**src/rtl/csa_pipe_adder.sv**
```systemverilog
// Two-stage carry-select adder/subtractor with valid/ready handshake.
// Stage 1 computes the low-half sum plus both high-half candidates; stage 2
// picks the high half using the registered low carry. WIDTH must be even and >= 4.
module csa_pipe_adder #(
    parameter int unsigned WIDTH = 16
) (
    input  logic             clk,
    input  logic             rst,
    input  logic             in_valid,
    output logic             in_ready,
    input  logic [WIDTH-1:0] din1,
    input  logic [WIDTH-1:0] din2,
    input  logic             carry_in,
    input  logic             sub,
    output logic             out_valid,
    input  logic             out_ready,
    output logic [WIDTH-1:0] dout,
    output logic             carry_out,
    output logic             overflow,
    output logic             zero
);

    localparam int unsigned HW = WIDTH / 2;

    // stage 1 registers
    logic          s1_valid_q, s1_valid_d;
    logic [HW-1:0] s1_lsum_q,  s1_lsum_d;
    logic          s1_lc_q,    s1_lc_d;
    logic [HW-1:0] s1_h0_q,    s1_h0_d;
    logic [HW-1:0] s1_h1_q,    s1_h1_d;
    logic          s1_hc0_q,   s1_hc0_d;
    logic          s1_hc1_q,   s1_hc1_d;
    logic          s1_ov0_q,   s1_ov0_d;
    logic          s1_ov1_q,   s1_ov1_d;

    // stage 2 registers (drive the outputs directly)
    logic             s2_valid_q, s2_valid_d;
    logic [WIDTH-1:0] dout_q,     dout_d;
    logic             co_q,       co_d;
    logic             ov_q,       ov_d;
    logic             zero_q,     zero_d;

    // handshake / stage-1 arithmetic
    logic             adv1_c, adv2_c, accept_c;
    logic [WIDTH-1:0] b_eff;
    logic             cin_eff;
    logic [HW:0]      lo_sum, hi_sum0, hi_sum1;

    // Stall chain: a stage advances when its successor is empty or advancing.
    always_comb begin
        adv2_c   = !s2_valid_q || out_ready;
        adv1_c   = !s1_valid_q || adv2_c;
        in_ready = adv1_c && !rst;
        accept_c = in_valid && in_ready;
    end

    // Effective operands and the half-width partial sums.
    always_comb begin
        b_eff   = sub ? ~din2 : din2;
        cin_eff = sub | carry_in;
        lo_sum  = {1'b0, din1[HW-1:0]} + {1'b0, b_eff[HW-1:0]} + (HW+1)'(cin_eff);
        hi_sum0 = {1'b0, din1[WIDTH-1:HW]} + {1'b0, b_eff[WIDTH-1:HW]};
        hi_sum1 = hi_sum0 + (HW+1)'(1);
    end

    // Stage 1 next state: capture on accept, otherwise hold.
    always_comb begin
        s1_valid_d = s1_valid_q;
        s1_lsum_d  = s1_lsum_q;
        s1_lc_d    = s1_lc_q;
        s1_h0_d    = s1_h0_q;
        s1_h1_d    = s1_h1_q;
        s1_hc0_d   = s1_hc0_q;
        s1_hc1_d   = s1_hc1_q;
        s1_ov0_d   = s1_ov0_q;
        s1_ov1_d   = s1_ov1_q;
        if (adv1_c) begin
            s1_valid_d = accept_c;
        end
        if (accept_c) begin
            s1_lsum_d = lo_sum[HW-1:0];
            s1_lc_d   = lo_sum[HW];
            s1_h0_d   = hi_sum0[HW-1:0];
            s1_h1_d   = hi_sum1[HW-1:0];
            s1_hc0_d  = hi_sum0[HW];
            s1_hc1_d  = hi_sum1[HW];
            // carry into the MSB recovered from the sum bit and the operand bits
            s1_ov0_d  = (hi_sum0[HW-1] ^ din1[WIDTH-1] ^ b_eff[WIDTH-1]) ^ hi_sum0[HW];
            s1_ov1_d  = (hi_sum1[HW-1] ^ din1[WIDTH-1] ^ b_eff[WIDTH-1]) ^ hi_sum1[HW];
        end
    end

    // Stage 2 next state: select the high candidate by the low carry.
    always_comb begin
        s2_valid_d = s2_valid_q;
        dout_d     = dout_q;
        co_d       = co_q;
        ov_d       = ov_q;
        zero_d     = zero_q;
        if (adv2_c) begin
            s2_valid_d = s1_valid_q;
            if (s1_valid_q) begin
                dout_d = s1_lc_q ? {s1_h1_q, s1_lsum_q} : {s1_h0_q, s1_lsum_q};
                co_d   = s1_lc_q ? s1_hc1_q : s1_hc0_q;
                ov_d   = s1_lc_q ? s1_ov1_q : s1_ov0_q;
                zero_d = (dout_d == '0);
            end
        end
    end

    // Pipeline registers with synchronous reset.
    always_ff @(posedge clk) begin
        if (rst) begin
            s1_valid_q <= 1'b0;
            s1_lsum_q  <= '0;
            s1_lc_q    <= 1'b0;
            s1_h0_q    <= '0;
            s1_h1_q    <= '0;
            s1_hc0_q   <= 1'b0;
            s1_hc1_q   <= 1'b0;
            s1_ov0_q   <= 1'b0;
            s1_ov1_q   <= 1'b0;
            s2_valid_q <= 1'b0;
            dout_q     <= '0;
            co_q       <= 1'b0;
            ov_q       <= 1'b0;
            zero_q     <= 1'b0;
        end else begin
            s1_valid_q <= s1_valid_d;
            s1_lsum_q  <= s1_lsum_d;
            s1_lc_q    <= s1_lc_d;
            s1_h0_q    <= s1_h0_d;
            s1_h1_q    <= s1_h1_d;
            s1_hc0_q   <= s1_hc0_d;
            s1_hc1_q   <= s1_hc1_d;
            s1_ov0_q   <= s1_ov0_d;
            s1_ov1_q   <= s1_ov1_d;
            s2_valid_q <= s2_valid_d;
            dout_q     <= dout_d;
            co_q       <= co_d;
            ov_q       <= ov_d;
            zero_q     <= zero_d;
        end
    end

    assign out_valid = s2_valid_q;
    assign dout      = dout_q;
    assign carry_out = co_q;
    assign overflow  = ov_q;
    assign zero      = zero_q;

endmodule

```
**config.mk**
```make
export PLATFORM = sky130hd
export DESIGN_NAME = csa_pipe_adder
export DESIGN_NICKNAME = d
export VERILOG_FILES = /design/src/rtl/csa_pipe_adder.sv
export SDC_FILE = /design/constraint.sdc
export NUM_CORES = 1
export LEC_CHECK = 0
export BUFFER_PORTS_ARGS = -buffer_cell sky130_fd_sc_hd__buf_2
export CELL_PAD_IN_SITES_DETAIL_PLACEMENT = 0
export CELL_PAD_IN_SITES_GLOBAL_PLACEMENT = 1
export CORE_MARGIN = 1
export CORE_UTILIZATION = 37
export DETAILED_ROUTE_END_ITERATION = 12
export PLACE_DENSITY = 0.85
export SLEW_MARGIN = 40
export SYNTH_ARGS = -nofsm -noshare
export SYNTH_HDL_FRONTEND = slang
export SYNTH_SLANG_ARGS = --single-unit
```
**constraint.sdc**
```tcl
create_clock -name clk -period 2.9 [get_ports clk]
set_input_delay 0.145 -clock clk [delete_from_list [all_inputs] [get_ports clk]]
set_output_delay 0.145 -clock clk [all_outputs]
set_load 0.1 [all_outputs]
```
[Yosys cells after proc, flatten, opt, wreduce, memory -nomap -nowiden]
Index checks and enable logic that the tools add are counted.
Storage, ports and cells
  register bits: 50
  input port bits: 38
  output and inout bits: 21
  word-level logic and storage cells: 39
Operators by class
  $add $sub $neg: 4
  multiplexer cells: 4
  bitwise logic cells: 8
  reductions and logical operators: 9
Operator list (count)
  16-bit two-way mux: 2
  8-bit by 8-bit adder with 9-bit output: 2
  16-bit zero test: 1
  16-bit NOT: 1
  9-bit by 1-bit adder with 9-bit output: 1
  9-bit by 1-bit adder with 9-bit output (second input constant): 1
  1-bit bitwise XOR: 6
  1-bit zero test: 3
  1-bit logical AND: 2
  1-bit logical OR: 2
  1-bit two-way mux: 2
  2-bit AND reduction: 1
  1-bit bitwise OR: 1

[Depth between registers and ports, before layout]
Gate-level depths: netlist of the first run.
  word-level depth: 7
  mapped depth: 13
  gate-level depth less buffers: 11

[Least setup slack after synthesis of the first run]
Ideal clock, no wire load.
  path type: register -> register
  from: register s2_valid_q (netlist: out_valid)
  to: register s1_lsum_q[2]
  arrival time: 3.439 ns
  data required time: 2.772 ns
  path slack: -0.667 ns
  stages on the path, launching flop included: 7
  period minus slack after synthesis: 3.567 ns
  path through: dfxtp_1 -> nor2b_1 -> a21oi_1 -> nand2_1 -> clkbuf_1 -> a21oi_1 -> nor2_1
On the way
  word-level cells in the longest chain between the ends: 5
RTL lines
  start: declaration: RTL line 37  | logic s2_valid_q, s2_valid_d;
  start signal: assignment: RTL line 138  | s2_valid_q <= s2_valid_d;
  1-bit zero test: RTL line 51  | adv2_c = !s2_valid_q || out_ready;
  1-bit logical OR: RTL line 51
  1-bit logical OR: RTL line 52  | adv1_c = !s1_valid_q || adv2_c;
  1-bit logical AND: RTL line 53  | in_ready = adv1_c && !rst;
  via in_ready: RTL line 10  | output logic in_ready,
  1-bit logical AND: RTL line 54  | accept_c = in_valid && in_ready;
  end signal: assignment: RTL line 130  | s1_lsum_q <= s1_lsum_d;
  end: declaration: RTL line 27  | logic [HW-1:0] s1_lsum_q, s1_lsum_d;
The timed path passes the listed nets, and every way through them passes these cells.
A chain may end at the register's enable or synchronous reset.

[Worst setup path in the final report of the first run]
  from: input sub
  to: register s1_ov1_q
On the way
  word-level cells in the longest chain between the ends: 6
RTL lines
  start: declaration: RTL line 14  | input logic sub,
  16-bit two-way mux (*): RTL line 59  | b_eff = sub ? ~din2 : din2;
  8-bit by 8-bit adder with 9-bit output: RTL line 62  | hi_sum0 = {1'b0, din1[WIDTH-1:HW]} + {1'b0, b_eff[WIDTH-1:HW]};
  9-bit by 1-bit adder with 9-bit output: RTL line 63  | hi_sum1 = hi_sum0 + (HW+1)'(1);
  1-bit bitwise XOR (2 in series): RTL line 89  | s1_ov1_d = (hi_sum1[HW-1] ^ din1[WIDTH-1] ^ b_eff[WIDTH-1]) ^ hi_sum1[HW];
  1-bit bitwise XOR (*): RTL line 89
  end signal: assignment: RTL line 137  | s1_ov1_q <= s1_ov1_d;
  end: declaration: RTL line 34  | logic s1_ov1_q, s1_ov1_d;
Every way passes the cells marked *; elsewhere a longest branch is shown, timed or not.

==> summary.md, run 1 <==
| Metric | Value |
|---|---|
| Htree depth | 2 |
| Total CTS buffers | 5 |
| Area of the multi-input gates | 0.00174 mm2 |
| Vias in the first global route | 2054 |
| Via count | 2349 |
| Fin Setup TNS | 0 ns |
| Crit path capture type | register |
| Yosys cell types | 43 |
| Required time of the critical path | 3.10 ns |
| CTS Buffer Depth | 2 |
| Switching Fraction | 0.352 |
| Actual slew at the worst max-slew pin | 0.730 ns |
| Tmin final | 2.34 ns |
| Syn_area_per_cell | 8.61 um2 |
| WP data arrival | 2.53 ns |
| Clk slew on worst S/H paths | 0.09 ns |
| Max Cap Viol | 0 |
| Post-synth EDFFs | 0 |
| IO Count | 59 |
| Die Height | 89.7 um |
| Drc violations | 0 |
| Min-delay src | in_valid |
| Leakage | 1.44 nW |
| Die area | 0.00804 mm2 |
| Fillers | 733 |
| Later-pin clock latency in the skew report | 0.31 ns |
| Yosys warns | 0 |
| Share of power burned in the clock network | 0.251 |
| Initial Util | 0.388 |
| Comb pwr share | 0.335 |
| Largest net degree at the start of global routing | 51 |
| PnR Total Power | 2.00 mW |
| Highest clock rate | 0.428 GHz |
| Status | finished clean |
| First-pass GRT wire length | 9400 um |
| Worst Path Max Fanout | 7 |
| Ratio of cells with drive above 1 in the final layout | 0.213 |
| Routability Congestion | 0.768 |
| RSZ-0062 raised after global routing | no |
| Max-slew violation count | 0 |
| Sequential share of power | 0.414 |
| Maximum vdd drop | 0.201 mV |
| Iter 0 DRT Violations | 108 |
| Grt total ovfl | 0 |
| Via density | 4.85 |
| GRT Overall Usage | 0.149 |
| DP HPWL | 4450 um |
| CTS resizes | 0 |
| Row cnt | 31 |
| Share of synthesized flip-flops with an asynchronous set or reset | 0 |
| Cell Area, Synth | 0.00284 mm2 |
| Worst min-delay path class | in -> reg |
| Rel. slew slack | 0.513 |
| Crit Path Class | in -> reg |
| Reg2reg start | out_valid |
| Final ANT Viol Nets | 0 |
| CP startpoint kind | input port |
| RR Endpoint | s1_lsum_q[7] |
| # diodes | 0 |
| Post-CTS Setup Bufs | 0 |
| Core ar. | 0.00733 mm2 |
| CTS tree | built |
| Port Buf Inserts | 58 |
| Post-synthesis sequential area ratio | 0.352 |
| Total placed cells including tap cells | 477 |
| Main flop type after synthesis | dfxtp_1 |
| Final Hold Viols | 0 |
| Syn nets | 388 |
| WL/cell | 12.0 um |
| Hold Crit Depth | 3 |
| R2R setup slack | 1.03 ns |
| Routed WL | 5790 um |
| # hold bufs at CTS | 0 |
| R2R depth | 6 |
| P_int | 1.30 mW |
| Synthesized flop and latch total | 50 |
| Root Driver | clkbuf_8 |
| Worst Hold Path EP | s1_valid_q |
| Period utilisation layout | 0.806 |
| Final setup vio count | 0 |
| Final non-filler cell total | 484 |
| Pwr/cell area | 595 mW/mm2 |
| Die width | 89.7 um |
| Cells after synthesis | 330 |
| Clock skew | 0.00281 ns |
| Layout area overhead | 18.4% |
| Clock Sinks | 50 |
| Reg area | 0.00100 mm2 |
| Nets | 443 |
| Switch Pwr | 0.703 mW |
| Drt pass-1 iters | 4 |
| Initial antenna violation count | 0 |
area by class of cell:
cell class | instances | area share
well taps | 99 | 0.0368
flip-flops and latches | 50 | 0.298
clock buffers | 6 | 0.0245
repair buffers | 66 | 0.104
multi-input cells | 253 | 0.518
inverters | 9 | 0.0100
clock inverters | 1 | 0.00893
synth_stat cells (2+ instances only):
| cell | n | area [um2] |
|---|---|---|
| o21ai_1 | 4 | 20.0 |
| xnor2_1 | 9 | 78.8 |
| a211oi_1 | 13 | 97.6 |
| mux2i_1 | 10 | 100 |
| nor3_1 | 4 | 20.0 |
| nand2b_1 | 2 | 12.5 |
| nor2_1 | 31 | 116 |
| xor2_2 | 2 | 32.5 |
| a21oi_1 | 21 | 105 |
| nand3_1 | 3 | 15.0 |
| o21ai_0 | 18 | 90.1 |
| nand2_1 | 37 | 139 |
| fa_1 | 3 | 60.1 |
| nor2b_1 | 6 | 37.5 |
| nand3b_1 | 23 | 173 |
| dfxtp_1 | 50 | 1000 |
| ha_1 | 17 | 213 |
| inv_1 | 9 | 33.8 |
| and3_1 | 3 | 18.8 |
| xor2_1 | 22 | 193 |
| nor4_1 | 3 | 18.8 |
| clkbuf_1 | 15 | 56.3 |
| buf_1 | 2 | 7.51 |
| o31ai_1 | 4 | 30.0 |
how the worst max path moves through the flow:
stage,to,slack (ns),startpoint
2_1_floorplan,s1_lsum_q[2],0.10,out_valid
3_3_place_gp,s1_ov1_q,0.26,sub
4_1_cts,s1_ov1_q,0.55,sub
3_5_place_dp,s1_ov1_q,0.22,sub
6_report,s1_ov1_q,0.56,sub
5_1_grt,s1_ov0_q,0.34,sub
cell families after synthesis:
| logic type | count (synthesis) | synth area share |
|---|---|---|
| flip-flops | 50 | 0.352 |
| adder cells (fa/ha/maj) | 20 | 0.0960 |
| buffers and inverters | 27 | 0.0361 |
| AND/OR/NAND/NOR | 122 | 0.225 |
| AO/OA/AOI/OAI | 68 | 0.149 |
| XOR/XNOR | 33 | 0.107 |
| multiplexers | 10 | 0.0352 |
worst max-delay path: stages:
cell and delay (ns):
buf_2 0.11, buf_4 0.17, xor2_1 0.20, fa_1 0.44, a211oi_1 0.28, nor2_1 0.10, xor2_1 0.27, nand4_1 0.15
or2_1 0.27, xnor2_1 0.19, xnor2_1 0.13, o21ai_1 0.07
layer usage:
layer	GRT usage	wire, um	vias up
li1	-	-	1245
met1	0.220	2970	1035
met2	0.216	2480	62
met3	0.0302	274	7
met4	0.0447	67	0
met5	0	0	-
layout by cell type (no fill, tap or decap), types with 4 or more instances in the layout:
master    count
o21ai_1       4
mux2i_1      10
nor2_1       31
inv_1         9
nor2b_1       6
a21oi_1      20
a211oi_1     13
o21ai_0      18
nand2_1      37
buf_2        58
buf_4         8
nand3b_1     23
o31ai_1       4
xnor2_1       9
dfxtp_1      50
nor3_1        4
xor2_1       22
clkbuf_8      6
ha_1         17
power by group through the flow:
stage	logic, mW	clock network, mW	registers, mW
2_1_floorplan	0.418	0	0.931
3_3_place_gp	0.660	0	0.839
3_5_place_dp	0.672	0	0.842
4_1_cts	0.675	0.513	0.826
5_1_grt	0.745	0.542	0.837
6_report	0.671	0.502	0.828
metrics by stage:
stage / util / instance area [um2] / hold WS, ns / setup slack (ns)
2_1_floorplan: - / 2850 / 0.262 / 0.105
3_3_place_gp: 0.444 / 3250 / 0.383 / 0.264
3_5_place_dp: 0.444 / 3250 / 0.390 / 0.220
4_1_cts: 0.459 / 3360 / 0.0697 / 0.554
5_1_grt: 0.459 / 3360 / 0.0814 / 0.342
6_report: 0.459 / 3360 / 0.0678 / 0.562
flip-flops by register name, summed over array words and instances, names as in the netlist, 8 cells and up:
signal     cells
dout          16
s1_h0_q        8
s1_h1_q        8
s1_lsum_q      8
(Power assumes the default switching activity.)
==> run 2, diff against run 1 <==
--- a/config.mk
+++ b/config.mk
@@ -9,9 +9,9 @@
 export CELL_PAD_IN_SITES_DETAIL_PLACEMENT = 0
 export CELL_PAD_IN_SITES_GLOBAL_PLACEMENT = 1
 export CORE_MARGIN = 1
-export CORE_UTILIZATION = 37
+export CORE_UTILIZATION = 41
 export DETAILED_ROUTE_END_ITERATION = 12
-export PLACE_DENSITY = 0.85
+export PLACE_DENSITY = 0.89
 export SLEW_MARGIN = 40
 export SYNTH_ARGS = -nofsm -noshare
 export SYNTH_HDL_FRONTEND = slang
==> constraint.sdc (replaced) <==
create_clock -name clk -period 2.3 [get_ports clk]
set_input_delay 0.115 -clock clk [delete_from_list [all_inputs] [get_ports clk]]
set_output_delay 0.115 -clock clk [all_outputs]
set_load 0.1 [all_outputs]
==> run 2 against run 1 <==
Against the previous run:
- global-route usage up 2.5 points
- routed wire length up 0.12%
- non-clock buffer count up 26
==> summary.md, run 2 (synthesis gave the netlist of run 1 again) <==
| Metric | Value |
|---|---|
| Routed WL | 5800 um (+0.12%) |
| WL/cell | 11.9 um (-0.90%) |
| Rel. slew slack | 0.615 (+0.102) |
| # diodes | 0 (unchanged) |
| Ratio of cells with drive above 1 in the final layout | 0.284 (+0.0710) |
| Final ANT Viol Nets | 0 (unchanged) |
| Via count | 2432 (+3.5%) |
| Clock Sinks | 50 (unchanged) |
| CP startpoint kind | input port |
| CTS Buffer Depth | 2 (unchanged) |
| Via density | 4.97 (+2.5%) |
| Number of flip-flops in the largest register | 16 (unchanged) |
| Die area | 0.00727 mm2 (-9.5%) |
| Tmin final | 2.14 ns |
| # hold bufs at CTS | 0 (unchanged) |
| Worst min-delay path class | in -> reg |
| Maximum vdd drop | 0.249 mV (+24%) |
| Crit path capture type | register |
| Actual slew at the worst max-slew pin | 0.576 ns (-0.154 ns) |
| Final non-filler cell total | 489 (+1.0%) |
| Iter 0 DRT Violations | 124 (+15%) |
| Max-slew violation count | 0 (unchanged) |
| RSZ-0062 raised after global routing | no |
| Total CTS buffers | 5 (unchanged) |
| Worst hold slack | 0.0633 ns (-0.00446 ns) |
| Die width | 85.3 um (-4.9%) |
| Clock skew | 0.00716 ns (+0.00435 ns) |
| Grt total ovfl | 0 (unchanged) |
| Later-pin clock latency in the skew report | 0.30 ns (about the same) |
| CTS tree | built |
| Leakage | 1.57 nW (+8.9%) |
| Vias in the first global route | 2324 (+13%) |
| Initial Util | 0.435 (+0.0475) |
| Largest net degree at the start of global routing | 51 (unchanged) |
| Row cnt | 29 (-6.5%) |
| Max Cap Viol | 0 (unchanged) |
| Pwr/cell area | 703 mW/mm2 (+18%) |
| Final setup vio count | 0 (unchanged) |
| Port Buf Inserts | 58 (unchanged) |
| Drt pass-1 iters | 4 (unchanged) |
| Status | finished clean |
| Die Height | 85.3 um (-4.9%) |
| IO Count | 59 (unchanged) |
| PnR Total Power | 2.51 mW (+26%) |
| Final Hold Viols | 0 (unchanged) |
| GRT Overall Usage | 0.174 (+0.0254) |
| Nets | 469 (+5.9%) |
| Crit Path Class | in -> reg |
| Initial antenna violation count | 0 (unchanged) |
| Routability Congestion | 0.800 (+4.1%) |
| Drc violations | 0 (unchanged) |
| Core ar. | 0.00653 mm2 (-11%) |
| Layout area overhead | 25.6% |
| First-pass GRT wire length | 10300 um (+9.0%) |
| WP data arrival | 2.37 ns (-0.16 ns) |
| Commonest non-fill, non-tap cells in the layout | buf_2, dfxtp_1, nand2_1, buf_4, nor2_1 |
| Clk slew on worst S/H paths | 0.08 ns (about the same) |
| Htree depth | 2 (unchanged) |
| Root Driver | clkbuf_8 |
| DP HPWL | 4540 um (+2.2%) |
| Worst Path Max Fanout | 4 (-3) |
| Highest clock rate | 0.468 GHz |
| Period utilisation layout | 0.929 |
| Commonest non-fill, non-tap cell in the layout | buf_2 |
| Required time of the critical path | 2.53 ns (-0.57 ns) |
| Total placed cells including tap cells | 480 (+0.63%) |
==> run 2: cell count changes in the layout (fill, tap and decap cells not counted), moves of 2 or more <==
cell,delta
buf_4,+26
xor2_2,+2
xor2_1,-3
a21oi_1,-2
==> run 2: where the power goes <==
group	internal (mW)	leakage [nW]	switching, mW
Sequential	0.964	0.412	0.0710
Clock	0.243	0.0482	0.266
Combinational	0.414	1.11	0.554
==> run 2: cell type report <==
| type | count | area, um2 |
|---|---|---|
| fill | 643 | 2960 |
| clock buffer | 7 | 86.3 |
| tap | 77 | 96.3 |
| sequential | 50 | 1000 |
| inverter | 9 | 33.8 |
| clock inverter | 1 | 5.00 |
| multi-input combinational | 253 | 1800 |
| timing repair buffer | 92 | 546 |
==> run 2: path summary, 6_finish.rpt <==
kind	from	endpoint	slack [ns]	cells after the start
setup / recovery	sub	s1_lc_q	0.16	13
hold / removal	in_valid	s1_valid_q	0.06	3
setup reg to reg	out_valid	s1_h1_q[2]	0.46	6
hold reg to reg	dout[3]	dout[3]	0.46	2
==> run 2: stage by stage <==
stage | setup TNS (ns) | worst slack, ns | utilization | instance area (um2)
final | 0 | 0.163 | 0.547 | 3570
after floorplan | -0.0937 | -0.0937 | - | 2930
after global placement | -0.437 | -0.0983 | 0.530 | 3460
after CTS | 0 | 0.110 | 0.544 | 3550
after detailed placement | -1.13 | -0.213 | 0.530 | 3460
after global routing | 0 | 0.0110 | 0.547 | 3570
==> run 2: layer usage <==
metal / global-route usage / wire length [um]
met5: 0 / 0
met2: 0.274 / 2530
met1: 0.243 / 2980
met3: 0.0224 / 211
met4: 0.0667 / 86
==> run 2: worst max-delay path: stages <==
cell,delay (ns)
buf_2,0.12
buf_4,0.15
xnor2_1,0.14
fa_1,0.45
fa_1,0.42
nor2b_2,0.15
o21ai_0,0.11
a21boi_1,0.20
o21ai_0,0.10
nand2b_1,0.12
a21o_1,0.13
a21oi_1,0.07
o21ai_1,0.10
==> run 2: what timing repair did <==
action                                  CTS  global route
gates resized for setup                   0             4
endpoints found under the setup margin    0             5
buffers inserted                          0             1
